$ cat src/rtl/pipe_shift_unit.sv
// Pipelined logarithmic shift/rotate unit with valid/ready handshake, flush and tag pass-through.
// Define SHIFT_FLAGS_EN to build the registered out_zero/out_carry flags; otherwise both are tied low.
module pipe_shift_unit #(
  parameter int WIDTH  = 32,
  parameter int STAGES = 2,
  parameter int TAG_W  = 4
) (
  input  logic                     clk,
  input  logic                     rst,
  input  logic                     flush,
  input  logic                     in_valid,
  output logic                     in_ready,
  input  logic [2:0]               in_op,
  input  logic [WIDTH-1:0]         in_data,
  input  logic [$clog2(WIDTH)-1:0] in_shamt,
  input  logic [TAG_W-1:0]         in_tag,
  output logic                     out_valid,
  input  logic                     out_ready,
  output logic [WIDTH-1:0]         out_data,
  output logic [TAG_W-1:0]         out_tag,
  output logic                     out_err,
  output logic                     out_zero,
  output logic                     out_carry,
  output logic                     busy
);
  localparam int SHAMT_W = $clog2(WIDTH);
  localparam int CHUNK   = (SHAMT_W + STAGES - 1) / STAGES;

  localparam logic [2:0] OP_SLL  = 3'b000;
  localparam logic [2:0] OP_SRL  = 3'b001;
  localparam logic [2:0] OP_SRA  = 3'b010;
  localparam logic [2:0] OP_ROL  = 3'b011;
  localparam logic [2:0] OP_ROR  = 3'b100;
  localparam logic [2:0] OP_PASS = 3'b101;

  function automatic logic [WIDTH-1:0] step_shift(input logic [WIDTH-1:0] d,
                                                  input logic [2:0] op, input int k);
    case (op)
      OP_SLL:  step_shift = d << k;
      OP_SRL:  step_shift = d >> k;
      OP_SRA:  step_shift = $unsigned($signed(d) >>> k);
      OP_ROL:  step_shift = (d << k) | (d >> (WIDTH - k));
      OP_ROR:  step_shift = (d >> k) | (d << (WIDTH - k));
      default: step_shift = d;
    endcase
  endfunction

`ifdef SHIFT_FLAGS_EN
  // Bit leaving the word in this sub-step; the last non-zero sub-step wins.
  function automatic logic step_carry(input logic [WIDTH-1:0] d, input logic [2:0] op,
                                      input int k, input logic c);
    logic [WIDTH-1:0] one;
    one = {{(WIDTH-1){1'b0}}, 1'b1};
    case (op)
      OP_SLL:         step_carry = |(d & (one << (WIDTH - k)));
      OP_SRL, OP_SRA: step_carry = |(d & (one << (k - 1)));
      default:        step_carry = c;
    endcase
  endfunction

  logic [STAGES-1:0] carry_q;
`endif

  logic [STAGES-1:0]              vld_q;
  logic [STAGES-1:0][WIDTH-1:0]   data_q;
  logic [STAGES-1:0][2:0]         op_q;
  logic [STAGES-1:0][SHAMT_W-1:0] shamt_q;
  logic [STAGES-1:0][TAG_W-1:0]   tag_q;
  logic [STAGES-1:0]              err_q;

  logic             out_vld_q;
  logic [WIDTH-1:0] out_data_q;
  logic [TAG_W-1:0] out_tag_q;
  logic             out_err_q;
  logic             advance;

  assign advance  = ~out_vld_q | out_ready;
  assign in_ready = advance & ~rst & ~flush;

  for (genvar s = 0; s < STAGES; s++) begin : g_stage
    localparam int LO = s * CHUNK;
    localparam int HI = (s == STAGES - 1) ? SHAMT_W
                      : ((LO + CHUNK > SHAMT_W) ? SHAMT_W : LO + CHUNK);

    logic               src_vld_s;
    logic               src_err_s;
    logic [WIDTH-1:0]   src_data_s;
    logic [2:0]         src_op_s;
    logic [SHAMT_W-1:0] src_shamt_s;
    logic [TAG_W-1:0]   src_tag_s;
    logic [WIDTH-1:0]   data_d;
`ifdef SHIFT_FLAGS_EN
    logic               src_carry_s;
    logic               carry_d;
`endif

    if (s == 0) begin : g_src
      // PASS and illegal ops enter with a zero shift so every stage leaves them untouched.
      logic illegal_s;
      assign illegal_s   = (in_op[2:1] == 2'b11);
      assign src_vld_s   = in_valid & in_ready;
      assign src_err_s   = illegal_s;
      assign src_data_s  = illegal_s ? {WIDTH{1'b0}} : in_data;
      assign src_op_s    = in_op;
      assign src_shamt_s = (illegal_s || in_op == OP_PASS) ? {SHAMT_W{1'b0}} : in_shamt;
      assign src_tag_s   = in_tag;
`ifdef SHIFT_FLAGS_EN
      assign src_carry_s = 1'b0;
`endif
    end else begin : g_src
      assign src_vld_s   = vld_q[s-1];
      assign src_err_s   = err_q[s-1];
      assign src_data_s  = data_q[s-1];
      assign src_op_s    = op_q[s-1];
      assign src_shamt_s = shamt_q[s-1];
      assign src_tag_s   = tag_q[s-1];
`ifdef SHIFT_FLAGS_EN
      assign src_carry_s = carry_q[s-1];
`endif
    end

    always_comb begin
      data_d = src_data_s;
`ifdef SHIFT_FLAGS_EN
      carry_d = src_carry_s;
`endif
      for (int i = 0; i < SHAMT_W; i++) begin
        if (i >= LO && i < HI &&
            |(src_shamt_s & ({{(SHAMT_W-1){1'b0}}, 1'b1} << i))) begin
`ifdef SHIFT_FLAGS_EN
          carry_d = step_carry(data_d, src_op_s, 1 << i, carry_d);
`endif
          data_d = step_shift(data_d, src_op_s, 1 << i);
        end else begin
          data_d = data_d;
        end
      end
    end

    always_ff @(posedge clk) begin
      if (rst) begin
        vld_q[s]   <= 1'b0;
        err_q[s]   <= 1'b0;
        data_q[s]  <= {WIDTH{1'b0}};
        op_q[s]    <= 3'b000;
        shamt_q[s] <= {SHAMT_W{1'b0}};
        tag_q[s]   <= {TAG_W{1'b0}};
`ifdef SHIFT_FLAGS_EN
        carry_q[s] <= 1'b0;
`endif
      end else if (flush) begin
        vld_q[s] <= 1'b0;
      end else if (advance) begin
        vld_q[s]   <= src_vld_s;
        err_q[s]   <= src_err_s;
        data_q[s]  <= data_d;
        op_q[s]    <= src_op_s;
        shamt_q[s] <= src_shamt_s;
        tag_q[s]   <= src_tag_s;
`ifdef SHIFT_FLAGS_EN
        carry_q[s] <= carry_d;
`endif
      end
    end
  end

  always_ff @(posedge clk) begin
    if (rst) begin
      out_vld_q  <= 1'b0;
      out_data_q <= {WIDTH{1'b0}};
      out_tag_q  <= {TAG_W{1'b0}};
      out_err_q  <= 1'b0;
    end else if (flush) begin
      out_vld_q <= 1'b0;
    end else if (advance) begin
      out_vld_q  <= vld_q[STAGES-1];
      out_data_q <= data_q[STAGES-1];
      out_tag_q  <= tag_q[STAGES-1];
      out_err_q  <= err_q[STAGES-1];
    end
  end

`ifdef SHIFT_FLAGS_EN
  logic out_zero_q;
  logic out_carry_q;
  logic out_carry_d;

  // Rotates report the bit that wrapped around, which is only known once the full result exists.
  always_comb begin
    out_carry_d = carry_q[STAGES-1];
    if (shamt_q[STAGES-1] != {SHAMT_W{1'b0}}) begin
      case (op_q[STAGES-1])
        OP_ROL:  out_carry_d = data_q[STAGES-1][0];
        OP_ROR:  out_carry_d = data_q[STAGES-1][WIDTH-1];
        default: out_carry_d = carry_q[STAGES-1];
      endcase
    end else begin
      out_carry_d = carry_q[STAGES-1];
    end
  end

  always_ff @(posedge clk) begin
    if (rst) begin
      out_zero_q  <= 1'b0;
      out_carry_q <= 1'b0;
    end else if (advance && !flush) begin
      out_zero_q  <= (data_q[STAGES-1] == {WIDTH{1'b0}});
      out_carry_q <= out_carry_d;
    end
  end

  assign out_zero  = out_zero_q;
  assign out_carry = out_carry_q;
`else
  logic unused_s;
  assign unused_s  = ^{op_q[STAGES-1], shamt_q[STAGES-1]};
  assign out_zero  = 1'b0;
  assign out_carry = 1'b0;
`endif

  assign out_valid = out_vld_q;
  assign out_data  = out_data_q;
  assign out_tag   = out_tag_q;
  assign out_err   = out_err_q;
  assign busy      = (|vld_q) | out_vld_q;

endmodule

$ cat config.mk
export PLATFORM = sky130hd
export DESIGN_NAME = pipe_shift_unit
export DESIGN_NICKNAME = d
export VERILOG_FILES = /design/src/rtl/pipe_shift_unit.sv
export SDC_FILE = /design/constraint.sdc
export NUM_CORES = 1
export LEC_CHECK = 0
export ABC_AREA = 0
export CAP_MARGIN = 20
export CORE_MARGIN = 8
export CORE_UTILIZATION = 47
export CTS_BUF_LIST = sky130_fd_sc_hd__clkbuf_4
export DETAILED_ROUTE_END_ITERATION = 7
export PLACE_DENSITY = 0.75
export SYNTH_ARGS = -nofsm -noshare
export SYNTH_HDL_FRONTEND = slang
export SYNTH_SLANG_ARGS = --single-unit
$ cat constraint.sdc
create_clock -name clk -period 7.2 [get_ports clk]
set_input_delay 1.8 -clock clk [delete_from_list [all_inputs] [get_ports clk]]
set_output_delay 1.8 -clock clk [all_outputs]
set_load 0.005 [all_outputs]
==> out/metrics.yaml <==
yosysWarnings: 0
outcome: "complete, no violations"
drive_gt1_share_pct: 8.08
p_leak_nw: 3.55
crit_path_start_kind: "input pin"
tritoncts: "yes"
post-dp-hpwl_mm: 22.0
finClkSkew_ns: 0.0197
comb_power_share_pct: 30.7
grt_pass1_wl_mm: 50.4
grt_usage_pct: 26.1
ys_ff_latch: 119
fp.dieH_um: 154
critPathTopFamily: "buffers and inverters"
pin_count: 91
setup_violations: 0
cts_resized: 0
grt_max_degree: 79
firstDrtPassIters: 7
post-route-period-util_pct: 78.6
antenna_found_initial: 1
synth_edf_count: 0
power_density_mw_per_mm2: 181
cpPeakStageDelay_ns: 0.69
clk_pin_slew_ns: 0.12
grt_pass1_vias: 9132
cts-buffers-inserted: 17
routed_wl_mm: 31.7
gp_congestion: 1.01
final_antenna_net_count: 0
viasPerCell: 6.74
core_area_mm2: 0.0187
vdd_ir_drop_max_mv: 0.107
p_switching_w: 0.000674
rows: 50
cp.arrival_ns: 3.86
hold_buffers: 0
seqPwrFrac_pct: 40.7
die_w_um: 154
relSlewSlack_pct: 26.7
netlist_instances: 1258
worst_pin_slew_ns: 1.10
syn_to_final_growth_pct: 12.5
synthesis.area_mm2: 0.00895
async_reset_ff_share_pct: 0
fill_cells: 1841
synth_seq_area_share_pct: 26.6
worst-path-buf-inv: 3
postSynthAreaPerCell_um2: 7.11
endpoint_kind: "output port"
cts_max_level: 4
drv_cap: 0
swShare_pct: 36.9
initial_core_util_pct: 47.8
crit_type: "input pin to output port"
max_freq_ghz: 0.177
cts_buffer_depth: 2
ys_types: 87
period_needed_ns: 5.66
io_buffers: 88
maxSlewViolCount: 0
pwr-share-clk_pct: 28.6
synthFlopType: "dfxtp_1"
dieArea_mm2: 0.0237
drc: 0
power.internal_w: 0.00115
finalHoldViolCount: 0
drt-initial-drc-count: 1880
worst_path_max_delay_cell: "or3_1"
rsz0062_at_grt: "no"
overflow: 0
worstPathCellList: "clkdlybuf4s50_1 > nor2b_1 > or3_1 > inv_1 > clkdlybuf4s50_1"
path_max_fanout: 16
insertion_delay_ns: 0.56
setup_tns_ns: 0
holdWs_ns: 0.446
routedWlPerCell_um: 21.0
crit_top_cell: "clkdlybuf4s50_1"
clock-sinks: 119
required_ns: 5.40
cts_setup_buffers: 0
root_buffer: "clkbuf_4"
nets: 1311
vias: 10200
holdCritPathClass: "flip-flop to flip-flop"
[registers in the layout, indices dropped and copies added (netlist names)]
register	count
out_valid	1
g_stage.src_shamt_s	2
g_stage.src_data_s	32
data_q	32
out_data	32
err_q	1
g_stage.src_op_s	3
out_err	1
out_tag	4
vld_q	1
g_stage.src_err_s	1
g_stage.src_vld_s	1
tag_q	4
g_stage.src_tag_s	4
[final timing paths]
check,start,endpoint,slack [ns],cells past startpoint
setup / recovery,out_ready,in_ready,1.54,5
hold / removal,g_stage[1].src_err_s$_SDFFE_PP0P_,err_q[1]$_SDFFE_PP0P_,0.45,2
hold reg to reg,g_stage[1].src_err_s$_SDFFE_PP0P_,err_q[1]$_SDFFE_PP0P_,0.45,2
setup reg to reg,g_stage[1].src_op_s[0]$_SDFFE_PP0P_,data_q[43]$_SDFFE_PP0P_,4.35,7
[synthesized netlist by cell type (4+ instances only)]
| master | instances | area [µm²] |
|---|---|---|
| a21oi_1 | 137 | 686 |
| nor2b_1 | 13 | 81.3 |
| mux2_2 | 20 | 225 |
| o2111ai_1 | 5 | 43.8 |
| a221oi_1 | 45 | 394 |
| a221oi_2 | 7 | 105 |
| o21ai_0 | 73 | 365 |
| dfxtp_1 | 119 | 2380 |
| buf_4 | 5 | 37.5 |
| a211o_1 | 5 | 43.8 |
| inv_1 | 8 | 30.0 |
| o211ai_1 | 12 | 90.1 |
| mux2i_1 | 36 | 360 |
| nand2_1 | 203 | 762 |
| or3_1 | 6 | 37.5 |
| a221o_1 | 4 | 40.0 |
| a22o_1 | 12 | 105 |
| and2_1 | 8 | 50.1 |
| nand3_1 | 9 | 45.0 |
| o221ai_1 | 22 | 193 |
| a32o_1 | 8 | 80.1 |
| o22ai_1 | 27 | 169 |
| clkbuf_1 | 79 | 297 |
| a22oi_1 | 14 | 105 |
| nand2b_1 | 18 | 113 |
| o21ai_1 | 18 | 90.1 |
| nor3b_1 | 6 | 45.0 |
| and3_1 | 6 | 37.5 |
| a211oi_1 | 26 | 195 |
| o21a_1 | 5 | 37.5 |
| nor2_1 | 148 | 556 |
| nor3_1 | 27 | 135 |
| a31oi_1 | 13 | 81.3 |
| buf_2 | 35 | 175 |
[layout by cell type, fill, tap and decap left out, types with 27 or more instances in the layout]
master / Yosys / final
nand2_1: 203 / 203
nor2_1: 148 / 146
a21oi_1: 137 / 137
dfxtp_1: 119 / 119
clkdlybuf4s50_1: 0 / 84
o21ai_0: 73 / 73
a221oi_1: 45 / 45
mux2i_1: 36 / 36
o22ai_1: 27 / 27
nor3_1: 27 / 27
[per-layer routing]
metal | share of wire [%] | routed length (µm) | vias up | GRT usage [%]
met1 | 41 | 12900 | 4653 | 34.1
met3 | 12 | 3750 | 146 | 7.46
met2 | 43 | 13600 | 699 | 38.3
met5 | 0 | 0 | - | 0
met4 | 4.7 | 1490 | 0 | 13.4
li1 | - | - | 4677 | -
[worst min-delay path: stages, from the launching register on]
cell and delay (ns):
dfxtp_1 0.33, nand2_1 0.05, a21oi_1 0.05
[per-stage QoR]
| stage | cells | setup WS [ns] | total power, W | cell area, µm² | util [%] |
|---|---|---|---|---|---|
| final | 1510 | 1.54 | 0.00183 | 10100 | 53.8 |
| after floorplan | 1259 | 2.46 | 0.00112 | 8950 | - |
| after CTS | 1506 | 1.54 | 0.00181 | 10000 | 53.5 |
| after detailed placement | 1474 | 1.56 | 0.00129 | 9700 | 51.8 |
| after global placement | 1474 | 1.57 | 0.00128 | 9700 | 51.8 |
| after global routing | 1510 | 1.44 | 0.00191 | 10100 | 53.8 |
[cells by family (layout without fill, tap and decap cells)]
family,Yosys count,count (layout),synth area share [%]
AO/OA/AOI/OAI,480,480,36.6
XOR/XNOR,5,5,0.993
buffers and inverters,132,148,6.44
flip-flops,119,119,26.6
multiplexers,58,58,6.84
other,1,3,0.0419
AND/OR/NAND/NOR,463,463,22.5
[final cells by class]
class	instances	area, µm²	share of cell area, %
Antenna cell	1	2.50	0.0248
Inverter	9	33.8	0.335
Multi-Input combinational cell	1008	6010	59.6
Clock buffer	18	135	1.34
Timing Repair Buffer	107	1040	10.4
Sequential cell	119	2380	23.7
Tap cell	234	293	2.91
Clock inverter	14	174	1.73
[power by group through the flow]
stage	Sequential, W	Combinational (W)	Clock, W
global route	0.000749	0.000602	0.000560
finish	0.000744	0.000561	0.000522
detailed placement	0.000757	0.000533	0
CTS	0.000742	0.000535	0.000531
global placement	0.000756	0.000528	0
floorplan	0.000740	0.000377	0
No activity file was read; power rests on OpenSTA's default activity.
